$ cat src/rtl/fp_accum_seq_if.sv
// Operand stream into the accumulator: one word per element, valid/ready handshake.
// Latency: none, pure wiring.
// Backpressure: the producer holds in_data/in_valid until in_ready is seen high.
interface fp_accum_seq_if #(
   parameter int W = 32
);
   logic [W-1:0] in_data;
   logic         in_valid;
   logic         in_ready;

   modport master (output in_data, output in_valid, input in_ready);
   modport slave  (input in_data, input in_valid, output in_ready);
endinterface

$ cat src/rtl/fp_accum_seq.sv
// Sequential FP accumulator: sums a count-framed run of operands into init_val (add or subtract).
// Latency: 4 cycles per element after acceptance; sum_valid at start+1+4N back-to-back.
// Backpressure: in_ready is high only while waiting for the next element; in_valid low stalls forever.
module fp_accum_seq #(
   parameter int EXP_W = 8,
   parameter int MAN_W = 23,
   parameter int CNT_W = 8,
   localparam int W    = 1 + EXP_W + MAN_W
) (
   input  logic             clk,
   input  logic             rst,
   input  logic             start,
   input  logic [CNT_W-1:0] count,
   input  logic             mode,
   input  logic [W-1:0]     init_val,
   fp_accum_seq_if.slave    in_if,
   output logic [W-1:0]     sum_out,
   output logic             sum_valid,
   output logic             busy,
   output logic             overflow
);

   localparam int F       = MAN_W + 1;          // fraction width including hidden bit
   localparam int LZ_W    = $clog2(F + 1);
   localparam int EXP_INF = (1 << EXP_W) - 1;
   localparam logic [EXP_W-1:0] EXP_ONES = '1;

   localparam logic [2:0] S_IDLE    = 3'd0;
   localparam logic [2:0] S_WAIT_IN = 3'd1;
   localparam logic [2:0] S_ALIGN   = 3'd2;
   localparam logic [2:0] S_ADDSUB  = 3'd3;
   localparam logic [2:0] S_NORM    = 3'd4;
   localparam logic [2:0] S_DONE    = 3'd5;

   logic [2:0]       state;
   logic [W-1:0]     acc;
   logic [CNT_W-1:0] remaining;
   logic             mode_q;
   logic             overflow_q;
   logic [W-1:0]     op_q;          // operand with sign already inverted for subtract mode

   // aligned operands (ALIGN -> ADDSUB)
   logic             a_sign, b_sign;
   logic [F-1:0]     a_frac, b_frac;
   logic [EXP_W-1:0] big_exp;

   // raw signed-magnitude result (ADDSUB -> NORM)
   logic [F:0]       res_mag;
   logic             res_sign;
   logic [EXP_W-1:0] res_exp;

   // field views
   logic             op_sign, acc_sign;
   logic [EXP_W-1:0] op_exp, acc_exp;
   logic [F-1:0]     op_frac, acc_frac;
   logic             op_is_zero, op_is_inf;

   assign op_sign    = op_q[W-1];
   assign op_exp     = op_q[W-2:MAN_W];
   assign acc_sign   = acc[W-1];
   assign acc_exp    = acc[W-2:MAN_W];
   // exponent zero means zero; denormal fractions are flushed
   assign op_frac    = (op_exp  == '0) ? '0 : {1'b1, op_q[MAN_W-1:0]};
   assign acc_frac   = (acc_exp == '0) ? '0 : {1'b1, acc[MAN_W-1:0]};
   assign op_is_zero = (op_exp == '0);
   assign op_is_inf  = (op_exp == EXP_ONES);

   // ALIGN: pick the larger-exponent operand and truncate-shift the other onto its grid
   logic             al_a_sign, al_b_sign;
   logic [F-1:0]     al_a_frac, al_b_src, al_b_frac;
   logic [EXP_W-1:0] al_exp, exp_diff;
   always_comb begin
      if (acc_exp >= op_exp) begin
         exp_diff  = acc_exp - op_exp;
         al_exp    = acc_exp;
         al_a_sign = acc_sign;
         al_a_frac = acc_frac;
         al_b_sign = op_sign;
         al_b_src  = op_frac;
      end else begin
         exp_diff  = op_exp - acc_exp;
         al_exp    = op_exp;
         al_a_sign = op_sign;
         al_a_frac = op_frac;
         al_b_sign = acc_sign;
         al_b_src  = acc_frac;
      end
      al_b_frac = (int'(exp_diff) > MAN_W) ? '0 : (al_b_src >> exp_diff);
   end

   // ADDSUB: magnitude add on equal signs, larger-minus-smaller otherwise
   logic [F:0] as_mag;
   logic       as_sign;
   always_comb begin
      if (a_sign == b_sign) begin
         as_mag  = {1'b0, a_frac} + {1'b0, b_frac};
         as_sign = a_sign;
      end else if (a_frac >= b_frac) begin
         as_mag  = {1'b0, a_frac - b_frac};
         as_sign = a_sign;
      end else begin
         as_mag  = {1'b0, b_frac - a_frac};
         as_sign = b_sign;
      end
   end

   // NORM: leading-zero count over the fraction field (highest set bit wins)
   logic [LZ_W-1:0] lzc;
   always_comb begin
      lzc = LZ_W'(F);
      for (int i = 0; i < F; i++) begin
         if (res_mag[i]) lzc = LZ_W'(F - 1 - i);
      end
   end

   // NORM: renormalise, flush underflow to +0, saturate overflow to signed infinity
   logic [F-1:0]     norm_shift;
   logic [MAN_W-1:0] nrm_man;
   int               nrm_exp;
   logic             nrm_zero, nrm_inf;
   logic [W-1:0]     nrm_val;
   always_comb begin
      norm_shift = res_mag[F-1:0] << lzc;
      nrm_man    = norm_shift[MAN_W-1:0];
      nrm_exp    = int'(res_exp) - int'(lzc);
      if (res_mag[F]) begin
         nrm_man = res_mag[F-1:1];
         nrm_exp = int'(res_exp) + 1;
      end
      nrm_zero = (res_mag == '0) || (nrm_exp <= 0);
      nrm_inf  = !nrm_zero && (nrm_exp >= EXP_INF);
      if (nrm_zero)
         nrm_val = '0;
      else if (nrm_inf)
         nrm_val = {res_sign, EXP_ONES, {MAN_W{1'b0}}};
      else
         nrm_val = {res_sign, nrm_exp[EXP_W-1:0], nrm_man};
   end

   // Control FSM and datapath registers
   always_ff @(posedge clk) begin
      if (rst) begin
         state      <= S_IDLE;
         acc        <= '0;
         remaining  <= '0;
         mode_q     <= 1'b0;
         overflow_q <= 1'b0;
         op_q       <= '0;
         a_sign     <= 1'b0;
         b_sign     <= 1'b0;
         a_frac     <= '0;
         b_frac     <= '0;
         big_exp    <= '0;
         res_mag    <= '0;
         res_sign   <= 1'b0;
         res_exp    <= '0;
      end else begin
         case (state)
            S_IDLE: begin
               if (start) begin
                  acc        <= init_val;
                  remaining  <= count;
                  mode_q     <= mode;
                  overflow_q <= 1'b0;
                  state      <= (count == '0) ? S_DONE : S_WAIT_IN;
               end
            end
            S_WAIT_IN: begin
               if (in_if.in_valid) begin
                  op_q  <= {in_if.in_data[W-1] ^ mode_q, in_if.in_data[W-2:0]};
                  state <= S_ALIGN;
               end
            end
            S_ALIGN: begin
               a_sign  <= al_a_sign;
               b_sign  <= al_b_sign;
               a_frac  <= al_a_frac;
               b_frac  <= al_b_frac;
               big_exp <= al_exp;
               state   <= S_ADDSUB;
            end
            S_ADDSUB: begin
               res_mag  <= as_mag;
               res_sign <= as_sign;
               res_exp  <= big_exp;
               state    <= S_NORM;
            end
            S_NORM: begin
               // zero operands and post-overflow operands still consume an element slot
               if (!overflow_q && !op_is_zero) begin
                  if (op_is_inf) begin
                     acc        <= {op_sign, EXP_ONES, {MAN_W{1'b0}}};
                     overflow_q <= 1'b1;
                  end else begin
                     acc <= nrm_val;
                     if (nrm_inf) overflow_q <= 1'b1;
                  end
               end
               remaining <= remaining - CNT_W'(1);
               state     <= (remaining == CNT_W'(1)) ? S_DONE : S_WAIT_IN;
            end
            S_DONE:  state <= S_IDLE;
            default: state <= S_IDLE;
         endcase
      end
   end

   assign in_if.in_ready = (state == S_WAIT_IN);
   assign sum_out        = acc;
   assign sum_valid      = (state == S_DONE);
   assign busy           = (state != S_IDLE);
   assign overflow       = overflow_q;

endmodule
$ cat src/flat_wrapper.sv
// flat-port wrapper written by rule: the top's interface ports become plain ports
module fp_accum_seq_flat 
#(
   parameter int EXP_W = 8,
   parameter int MAN_W = 23,
   parameter int CNT_W = 8,
   localparam int W    = 1 + EXP_W + MAN_W
)
  (clk, rst, start, count, mode, init_val, sum_out, sum_valid, busy, overflow, in_if_in_data, in_if_in_valid, in_if_in_ready);
  fp_accum_seq_if in_if_i ();
  input  logic clk;
  input  logic rst;
  input  logic start;
  input  logic [CNT_W-1:0] count;
  input  logic mode;
  input  logic [W-1:0] init_val;
  output logic [W-1:0] sum_out;
  output logic sum_valid;
  output logic busy;
  output logic overflow;
  input wire logic [$bits(in_if_i.in_data)-1:0] in_if_in_data;
  input wire logic [$bits(in_if_i.in_valid)-1:0] in_if_in_valid;
  output wire logic [$bits(in_if_i.in_ready)-1:0] in_if_in_ready;
  assign in_if_i.in_data = in_if_in_data;
  assign in_if_i.in_valid = in_if_in_valid;
  assign in_if_in_ready = in_if_i.in_ready;
  fp_accum_seq #(.EXP_W(EXP_W), .MAN_W(MAN_W), .CNT_W(CNT_W)) u_core (.clk(clk), .rst(rst), .start(start), .count(count), .mode(mode), .init_val(init_val), .in_if(in_if_i), .sum_out(sum_out), .sum_valid(sum_valid), .busy(busy), .overflow(overflow));
endmodule
$ cat config.mk
export PLATFORM = sky130hd
export DESIGN_NAME = fp_accum_seq_flat
export DESIGN_NICKNAME = d
export VERILOG_FILES = /design/src/rtl/fp_accum_seq_if.sv /design/src/rtl/fp_accum_seq.sv /design/src/flat_wrapper.sv
export SDC_FILE = /design/constraint.sdc
export NUM_CORES = 1
export LEC_CHECK = 0
export BUFFER_PORTS_ARGS = -buffer_cell sky130_fd_sc_hd__clkbuf_2
export CAP_MARGIN = 20
export CORE_ASPECT_RATIO = 1.4
export CORE_MARGIN = 1
export CORE_UTILIZATION = 39
export CTS_CLUSTER_DIAMETER = 200
export DETAILED_ROUTE_END_ITERATION = 12
export HOLD_SLACK_MARGIN = 0.12
export SETUP_SLACK_MARGIN = 0.4
export SYNTH_ARGS = -nofsm -noshare
export SYNTH_HDL_FRONTEND = slang
export SYNTH_SLANG_ARGS = --single-unit
export TNS_END_PERCENT = 10
$ cat constraint.sdc
create_clock -name clk -period 4.8 [get_ports clk]
set_input_delay 0.24 -clock clk [delete_from_list [all_inputs] [get_ports clk]]
set_output_delay 0.24 -clock clk [all_outputs]
set_load 0.05 [all_outputs]
==> Word level (Yosys, flattened, before mapping) <==
Cells that the tools add are included.
{ "word_totals": {"register_bits": 169, "in_bits": 77} }
{ "op_classes": {"addsub": 8, "order_cmp": 5, "eq_ne": 12, "shifts": 2, "n_mux": 57, "n_bitwise": 1, "reduce_logical": 19} }
{ "op_table": {"columns": ["cell", "n"], "rows": [
  ["two-way mux 32 bit", 5],
  ["two-way mux 24 bit", 6],
  ["two-way mux 5 bit", 16],
  ["case mux 32 bit (2 select lines)", 1],
  ["subtractor 24 bit", 2],
  ["greater-or-equal comparator 32 x 9 -> 1 bit (second input constant)", 1],
  ["<= comparator 32 x 1 -> 1 bit (second input constant)", 1],
  ["two-way mux 4 bit", 8],
  ["two-way mux 31 bit", 1],
  ["adder 24 x 24 -> 25 bit", 1],
  ["zero test 25 bit", 1],
  ["two-way mux 25 bit", 1],
  ["greater-or-equal comparator 24 bit", 1],
  ["zero test 8 bit", 3],
  ["two-way mux 8 bit", 3],
  ["<< shifter 24 x 5 -> 23 bit", 1],
  [">> shifter 24 x 8 -> 24 bit", 1],
  ["two-way mux 23 bit", 1],
  ["case mux 8 bit (2 select lines)", 1],
  ["subtractor 8 bit", 2],
  ["case mux 3 bit (5 select lines)", 1],
  ["two-way mux 3 bit", 4],
  ["adder 8 x 1 -> 9 bit (second input constant)", 1],
  ["subtractor 8 x 5 -> 9 bit", 1],
  ["24 further kinds", 40]
]} }

==> Longest topological paths before layout <==
Gate-level depths: netlist (run 1).
{ "logic_depth": {"word_depth": 35, "ltp_mapped": 21} }

==> Worst setup path before layout (run 1) <==
OpenSTA, ideal clock, no wires.
{ "synth_timing": {"path_kind": "register -> register", "from": "register u_core.res_mag[4]", "to": "register u_core.acc[9] (netlist: u_core.sum_out[9])", "arrival_time_ns": 4.502, "required_ns": 4.709, "setup_slack_ns": 0.207, "path_stages_with_launch": 20, "n_path_buf": 2, "cell_sequence": "dfxtp_1 -> clkbuf_1 -> inv_1 -> a221o_1 -> a221oi_2 -> o21ai_2 -> inv_2 -> buf_2 -> ha_1 -> inv_1 -> fa_1 -> a211oi_1 -> o21ai_0 -> or3_1 -> nand3_1 -> nor4_1 -> a311o_1 -> or2_1 -> a2111o_1 -> a311oi_1"} }
{ "synth_via": {"elab_chain_cells": 31, "elab_cells_between_ends": 35, "cone_classes": "add/sub: 1; order compare: 2; shift: 1; mux: 27; reduce/logical: 4"} }
{ "synth_rtl": {"columns": ["element", "line_no", "text"], "rows": [
  ["start, declared", "fp_accum_seq.sv:48", "logic [F:0] res_mag;"],
  ["start signal, assigned", "fp_accum_seq.sv:183", "res_mag <= as_mag;"],
  ["two-way mux 4 bit (4 in series)", "fp_accum_seq.sv:112", "if (res_mag[i]) lzc = LZ_W'(F - 1 - i);"],
  ["two-way mux 5 bit (16 in series)", "fp_accum_seq.sv:112", null],
  ["subtractor 8 x 5 -> 9 bit", "fp_accum_seq.sv:125", "nrm_exp = int'(res_exp) - int'(lzc);"],
  ["two-way mux 32 bit", "fp_accum_seq.sv:126", "if (res_mag[F]) begin"],
  ["<= comparator 32 x 1 -> 1 bit", "fp_accum_seq.sv:130", "nrm_zero = (res_mag == '0) || (nrm_exp <= 0);"],
  ["logical OR 1 bit", "fp_accum_seq.sv:130", null],
  ["zero test 1 bit", "fp_accum_seq.sv:131", "nrm_inf = !nrm_zero && (nrm_exp >= EXP_INF);"],
  ["logical AND 1 bit", "fp_accum_seq.sv:131", null],
  ["two-way mux 31 bit", "fp_accum_seq.sv:134", "else if (nrm_inf)"],
  ["two-way mux 32 bit *", "fp_accum_seq.sv:132", "if (nrm_zero)"],
  ["two-way mux 32 bit *", "fp_accum_seq.sv:191", "if (op_is_inf) begin"],
  ["two-way mux 32 bit *", "fp_accum_seq.sv:190", "if (!overflow_q && !op_is_zero) begin"],
  ["case mux 32 bit (2 select lines) *", "fp_accum_seq.sv:158", "case (state)"],
  ["end signal, assigned", "fp_accum_seq.sv:161", "acc <= init_val;"],
  ["end signal, assigned", "fp_accum_seq.sv:192", "acc <= {op_sign, EXP_ONES, {MAN_W{1'b0}}};"],
  ["end signal, assigned", "fp_accum_seq.sv:195", "acc <= nrm_val;"],
  ["end, declared", "fp_accum_seq.sv:36", "logic [W-1:0] acc;"]
]} }
Mark *: on every way between the ends. The rest lies on a longest branch, timed or not. The select of a mux whose other input is x is not followed.
A chain may end at the register's enable or synchronous reset.

==> Worst setup path after layout (run 1) <==
{ "layout_timing": {"from": "register u_core.acc[23] (netlist: u_core.sum_out[23])", "to": "register u_core.b_frac[3]"} }
{ "layout_via": {"elab_chain_cells": 5, "elab_cells_between_ends": 10, "cone_classes": "add/sub: 2; order compare: 2; shift: 1; mux: 4; reduce/logical: 1"} }
{ "layout_rtl": {"columns": ["element", "line_no", "text"], "rows": [
  ["branches (longest 4 deep; another with subtractor 8 bit)", null, null],
  ["two-way mux 24 bit *", "fp_accum_seq.sv:88", "al_b_frac = (int'(exp_diff) > MAN_W) ? '0 : (al_b_src >> exp_diff);"],
  ["end signal, assigned", "fp_accum_seq.sv:178", "b_frac <= al_b_frac;"],
  ["end, declared", "fp_accum_seq.sv:44", "logic [F-1:0] a_frac, b_frac;"]
]} }
Mark *: on every way between the ends.

==> results of run 1 <==
power by group through the flow:
stage | Combinational (uW) | Sequential (uW) | Clock (uW)
after floorplan | 1780 | 1660 | 0
after global placement | 2690 | 1630 | 0
after detailed placement | 2700 | 1640 | 0
after CTS | 2750 | 1600 | 1470
after global routing | 3010 | 1610 | 1520
final | 2830 | 1610 | 1460
tightest hold or removal path, cell delays in order:
cell and delay (ns):
clkbuf_2 0.12, a21oi_1 0.07, a21oi_1 0.12
what timing repair did:
| item | CTS | global route |
|---|---|---|
| pin swaps | 3 | 5 |
| gates resized for setup | 8 | 24 |
| endpoints found under the hold margin | 39 | 0 |
| endpoints found under the setup margin | 18 | 41 |
| setup buffers | 3 | 4 |
| hold buffers | 39 | 0 |
layer usage:
| layer | GRT usage | vias up | part of all wire |
|---|---|---|---|
| met2 | 0.567 | 778 | 0.48 |
| met4 | 0.239 | 0 | 0.082 |
| met5 | 0 | - | 0 |
| li1 | - | 7918 | - |
| met1 | 0.367 | 8179 | 0.38 |
| met3 | 0.0397 | 238 | 0.054 |
cell type report:
type,count,area (um2)
Sequential cell,169,3400
Clock inverter,14,161
Fill cell,3886,20800
Multi-Input combinational cell,1642,10900
Timing Repair Buffer,237,1600
Inverter,128,480
Tap cell,522,653
Clock buffer,18,429
how the worst min path moves through the flow:
stage               cells past startpoint  slack, ns             endpoint
CTS                                     3       0.12  u_core.remaining[3]
global route                            3       0.14  u_core.remaining[5]
global placement                        2       0.45    u_core.res_exp[1]
finish                                  3       0.12  u_core.remaining[3]
detailed placement                      2       0.45    u_core.res_exp[1]
floorplan                               2       0.38      u_core.op_q[16]
through the flow:
step                worst slack, ns  instance area, um2
finish                        0.519               17600
global route                  0.326               17600
CTS                           0.386               17500
detailed placement            0.159               16500
global placement              0.240               16500
floorplan                     0.423               15200
synthesized netlist by cell type (15+ instances only):
master and n:
nand2_1 259, ha_1 95, clkbuf_1 109, o221ai_1 16
o21bai_1 19, nand2b_1 18, a21o_1 25, and3_1 15
a221oi_1 45, a311oi_1 22, inv_1 125, a21oi_1 183
or3_1 15, nor3_1 45, a22oi_1 20, mux2_2 22
mux2i_1 63, xnor2_1 19, nand3_1 67, o211ai_1 43
buf_2 15, o21ai_0 98, o31ai_1 15, nor4_1 22
a211oi_1 70, nor2_1 192, dfxtp_1 169, a31oi_1 16
sequential cells by signal (all words and copies together), names as in the netlist:
name              cells
u_core.remaining      8
u_core.big_exp        8
u_core.a_sign         1
u_core.sum_out       32
u_core.a_frac        24
u_core.b_frac        24
u_core.res_sign       1
u_core.op_q          32
u_core.res_exp        8
u_core.state          3
u_core.mode_q         1
u_core.overflow       1
u_core.b_sign         1
u_core.res_mag       25
cells by family after synthesis:
| kind of cell | Yosys count | synth area share |
|---|---|---|
| mux | 90 | 0.0640 |
| fa+ha+maj | 101 | 0.0862 |
| simple gates | 712 | 0.215 |
| xor+xnor | 26 | 0.0155 |
| buf+inv | 270 | 0.0707 |
| flops | 169 | 0.223 |
| compound gates | 713 | 0.325 |
==> Flow_metrics.wiki, run 1 <==
{| class="wikitable"
! Metric !! Value
|-
| Area fraction of the dominant cell type after synthesis || 0.223
|-
| Number of standard-cell rows in the floorplan || 85
|-
| Slack of the worst reg-to-reg path || a little over 0.5 ns
|-
| Gate power share || 0.480
|-
| Number of input and output port buffers inserted || 112
|-
| Post-layout utilization of the core || 0.459
|-
| Final max-slew violation count || 0
|-
| Fraction of the cycle the final worst path needs || 0.892
|-
| Internal Dissipation || between 3000 and 4000 uW
|-
| CTS clk-pin slew, worst paths || 0.08 ns
|-
| Area Growth Syn to Fin || 16.0%
|-
| Num CTS Buffers || 17
|-
| Max capacitance violation total || 0
|-
| Register area share after synthesis || 0.223
|-
| Class of the most critical hold timing path || in -> reg
|-
| CTS root buf || clkbuf_16
|-
| Remaining design rule violation count || 0
|-
| Synthesized instance count || 2081
|-
| Height of the die || 235 um
|-
| Number of distinct library cells after synthesis || 94
|-
| Net switching power of the design || 2690 uW
|-
| Final antenna diode count || 0
|-
| Worst reg2reg path endpoint || u_core.b_frac[3]
|-
| Time the final worst path needs with I/O delays and setup || 4.28 ns
|-
| Final-stage net count || between 2k and 2.5k
|-
| Start point of the critical path || u_core.sum_out[23]
|-
| FF-to-FF Start || u_core.sum_out[23]
|-
| Count of buffer and inverter cells on the critical path || 4
|-
| TNS Setup || 0 ns
|-
| Avg WL per Cell || 24.0 um
|-
| Die outline width || 169 um
|-
| Worst-path cell with the longest stage delay || fa_1
|-
| Hold Startpoint || count[3]
|-
| Data required time of the critical path || a little over 5 ns
|-
| Sinks on the clock net || 169
|-
| Count of flip-flops with a built-in enable after synthesis || 0
|-
| Count of pins on the block boundary || 113
|-
| Net count after synthesis || 2259
|-
| Highest-count cells in the layout ignoring fill and taps || 259 x nand2_1, 189 x nor2_1, 180 x a21oi_1
|-
| Total GRT Usage || 0.327
|-
| Core area || 38400 um2
|-
| Number of global-route vias before repair || 16.4k
|-
| Peak supply drop || 0.000312 V
|-
| Ys flop type || dfxtp_1
|-
| Share of power burned in the clock network || 0.247
|-
| TritonCTS clock tree || built
|-
| Number of gates on the worst path with buffers counted || 15
|-
| Level count of the clock H-tree || 4
|-
| Leakage power || just over 0.007 uW
|-
| Synthesis warning total || 0
|-
| Slew margin rel. || 0.275
|-
| Syn Area/Cell || 7.29 um2
|-
| Maximum clock frequency || between 0.2 and 0.25 GHz
|-
| Worst EP arrival || ~4.6 ns
|-
| DR vias || ~17k
|-
| Synthesized cell area || 15200 um2
|-
| Non-filler cells in the finished layout || 2730
|-
| Total overflow reported by the global router || 0
|-
| Final total power || around 6000 uW
|-
| Maximum number of pins on one net before global-route repair || 84
|-
| Post-synthesis sequential element count || 169
|-
| Capturing element of the worst setup path || u_core.b_frac[3]
|-
| Post-detail-place hpwl || a little over 50000 um
|-
| Async S/R FF share, synth || 0
|-
| First-pass GRT wire length || ~98000 um
|-
| Pwr per Cell Area || approximately 340 nW/um2
|-
| Cell accounting for the most synthesized area || dfxtp_1
|-
| Switching Fraction || 0.456
|-
| Initial antenna violation count || 1
|-
| DR pass1 iterations || 6
|-
| Clock Skew || 0.0165 ns
|-
| ANT nets after route || 0
|-
| Share of total power in sequential cells || 0.273
|-
| Final Hold Violating Endpoints || 0
|-
| Share of cells above drive strength 1 || 0.149
|-
| Length in cells of the worst reg-to-reg path || 15
|-
| Violation count after the first detailed-routing iteration || 1611
|-
| Endpoint type of the worst setup path || register
|-
| Wire length after detailed routing || 65600 um
|-
| Final worst hold slack || 0.124 ns
|-
| Critical path's top delay family || compound AO/OA/AOI/OAI gates
|-
| Outcome || completed
|-
| Die area || 39700 um2
|-
| Pin slew with the least headroom to its limit || 1.08 ns
|-
| Critical Path Start Type || register
|-
| Post-detailed-route via-to-cell ratio || about 6.3
|-
| Largest cells by area after synthesis || dfxtp_1 22%, ha_1 7.8%, nand2_1 6.4%
|-
| RSZ-0062 raised after global routing || yes
|-
| Highest fanout seen on the critical path || 24
|-
| Critical path class || reg -> reg
|-
| # setup viols final || 0
|-
| Cell chain of the critical path || inv_1 > ha_1 > inv_1 > fa_1 > a21o_1 > a2111oi_4 > buf_4 > o21a_4 > mux2i_2 > buf_4 > o21ai_0 > o22ai_1 > o32ai_1 > a211o_1 > a211oi_1
|-
| Effective utilization at floorplan || 0.395
|-
| Number of placed instances, taps included || 2652
|-
| Maximum buffer depth of the clock tree || 2
|-
| Routability cong. || between 0.9 and 1
|-
| Leading cell type in the layout, fill and taps excluded || nand2_1
|-
| Longest individual stage delay on the worst path || about 0.48 ns
|-
| Clock insertion delay at the later pin of the skew report || between 0.4 and 0.5 ns
|}
No activity file was read; power rests on OpenSTA's default activity.
==> run 2: changes to the inputs <==
Settings changed: RECOVER_POWER set to 50.
==> Flow_metrics.wiki, run 2 (synthesis results as in run 1) <==
{| class="wikitable"
! Metric !! Value
|-
| Share of power burned in the clock network || 0.247
|-
| Number of standard-cell rows in the floorplan || 85
|-
| Cell chain of the critical path || inv_1 > ha_1 > inv_1 > fa_1 > a21o_1 > a2111oi_4 > buf_4 > o21a_4 > clkbuf_1 > o211ai_1 > o21ai_0 > a21oi_1 > o21ai_0 > a221oi_1 > a311oi_1
|-
| Clock insertion delay at the later pin of the skew report || roughly 0.47 ns
|-
| Outcome || completed
|-
| Avg WL per Cell || 24.0 um
|-
| Height of the die || around 240 um
|-
| Area of combinational cells with multiple inputs || 10900 um2
|-
| Worst Setup Slack, final || approximately 0.34 ns
|-
| Die area || between 30000 and 40000 um2
|-
| Final Hold Violating Endpoints || 0
|-
| Worst setup timing slack at the placement stage || approximately 0.16 ns
|-
| Slew margin rel. || 0.0482
|-
| Share of total power in sequential cells || 0.274
|-
| Standard cell area after detailed placement || 16500 um2
|-
| Highest-count cells in the layout ignoring fill and taps || 259 x nand2_1, 189 x nor2_1, 180 x a21oi_1
|-
| ANT nets after route || 0
|-
| Gate power share || 0.479
|-
| TNS Setup || 0 ns
|-
| Effective utilization at floorplan || 0.395
|-
| Pwr per Cell Area || approximately 340 nW/um2
|-
| Final max-slew violation count || 0
|-
| Max capacitance violation total || 0
|-
| First-pass GRT wire length || a little under 100000 um
|-
| # setup viols final || 0
|-
| Data required time of the critical path || a little over 5 ns
|-
| Hold Startpoint || count[3]
|-
| Final worst hold slack || around 0.13 ns
|-
| RSZ-0062 raised after global routing || yes
|-
| FF-to-FF Start || u_core.sum_out[23]
|-
| Post-detail-place hpwl || 51500 um
|-
| Number of input and output port buffers inserted || 112
|-
| Initial antenna violation count || 1
|-
| Final antenna diode count || 0
|-
| Wire length after detailed routing || 65600 um
|-
| Total GRT Usage || 0.327
|-
| Switching Fraction || 0.457
|-
| Peak supply drop || 0.000313 V
|-
| Highest fanout seen on the critical path || 21
|-
| Leakage power || 0.00693 uW
|-
| Critical path class || reg -> reg
|-
| Core area || 38400 um2
|-
| Count of buffer and inverter cells on the critical path || 4
|-
| Violation count after the first detailed-routing iteration || 1601
|-
| Class of the most critical hold timing path || in -> reg
|-
| Final-stage net count || 2373
|-
| Maximum number of pins on one net before global-route repair || 84
|-
| Clock Skew || 0.0161 ns
|-
| Number of global-route vias before repair || 16.4k
|-
| Num CTS Buffers || 17
|-
| Internal Dissipation || 3200 uW
|-
| Time the final worst path needs with I/O delays and setup || between 4 and 5 ns
|-
| Number of fill cells || 3910
|-
| DR pass1 iterations || 7
|-
| Count of pins on the block boundary || 113
|-
| Start point of the critical path || u_core.sum_out[23]
|-
| Area Growth Syn to Fin || 15.5%
|-
| Maximum buffer depth of the clock tree || 2
|-
| Post-detailed-route via-to-cell ratio || approximately 6.3
|-
| Critical Path Start Type || register
|-
| Worst EP arrival || 4.81 ns
|-
| Remaining design rule violation count || 0
|-
| Share of cells above drive strength 1 || 0.129
|-
| TritonCTS clock tree || built
|-
| CTS root buf || clkbuf_16
|-
| Leading cell type in the layout, fill and taps excluded || nand2_1
|-
| Die outline width || 169 um
|-
| Sequential cell area || 3400 um2
|-
| Worst-path cell with the longest stage delay || clkbuf_1
|-
| Endpoint type of the worst setup path || register
|-
| Critical path's top delay family || compound AO/OA/AOI/OAI gates
|-
| DR vias || about 17k
|-
| Longest individual stage delay on the worst path || between 0.5 and 0.6 ns
|-
| Pin slew with the least headroom to its limit || 1.43 ns
|-
| Sinks on the clock net || 169
|-
| Level count of the clock H-tree || 4
|-
| Total overflow reported by the global router || 0
|-
| Maximum clock frequency || 0.224 GHz
|-
| Fraction of the cycle the final worst path needs || 0.929
|-
| Routability cong. || 0.985
|-
| CTS clk-pin slew, worst paths || 0.08 ns
|-
| Net switching power of the design || 2690 uW
|-
| Cell area after layout || 17500 um2
|}
==> run 2: changes by cell type in the layout (fill, tap and decap cells not counted), sizes merged <==
cell / before / now
buf: 87 / 79
clkbuf: 129 / 137
==> run 2: area by class of cell <==
cell class,count,share of cell area
clock buffer,18,0.0245
inverter,128,0.0274
timing repair buffer,237,0.0870
sequential,169,0.194
tap,522,0.0373
clock inverter,14,0.00921
multi-input combinational,1642,0.621
==> run 2: through the flow <==
step,power [uW],cells,utilization
3_3_place_gp,4330,2652,0.429
4_1_cts,5820,2726,0.455
5_1_grt,6130,2730,0.456
2_1_floorplan,3450,2081,-
6_report,5890,2730,0.456
3_5_place_dp,4340,2652,0.429
==> run 2: worst paths after layout <==
path / to / depth (start not counted) / slack [ns]
setup / recovery: u_core.b_frac[5] / 15 / 0.34
setup reg to reg: u_core.b_frac[5] / 15 / 0.34
hold / removal: u_core.remaining[3] / 3 / 0.13
hold reg to reg: u_core.res_exp[1] / 2 / 0.46
==> run 2: routing by layer <==
| layer | part of all wire | vias up | track usage |
|---|---|---|---|
| met5 | 0 | - | 0 |
| met2 | 0.48 | 805 | 0.567 |
| li1 | - | 7924 | - |
| met4 | 0.084 | 0 | 0.239 |
| met1 | 0.38 | 8226 | 0.367 |
| met3 | 0.053 | 246 | 0.0397 |
==> run 2: worst min-delay path, delay by kind of cell <==
kind	cells	cell delay, ns
compound gates	2	0.19
buf+inv	1	0.12
==> run 2: what timing repair did <==
item	4_1_cts	5_1_grt
hold buffers	39	0
gates resized for setup	8	24
buffers inserted	3	4
endpoints found under the setup margin	18	41
pin swaps	3	5
hold endpoints to repair	39	0
==> run 2: power by group through the flow <==
stage               registers (uW)  logic [uW]  clock network (uW)
global placement              1630        2690                   0
global route                  1610        3000                1520
CTS                           1600        2750                1470
floorplan                     1660        1780                   0
detailed placement            1640        2700                   0
finish                        1610        2820                1450
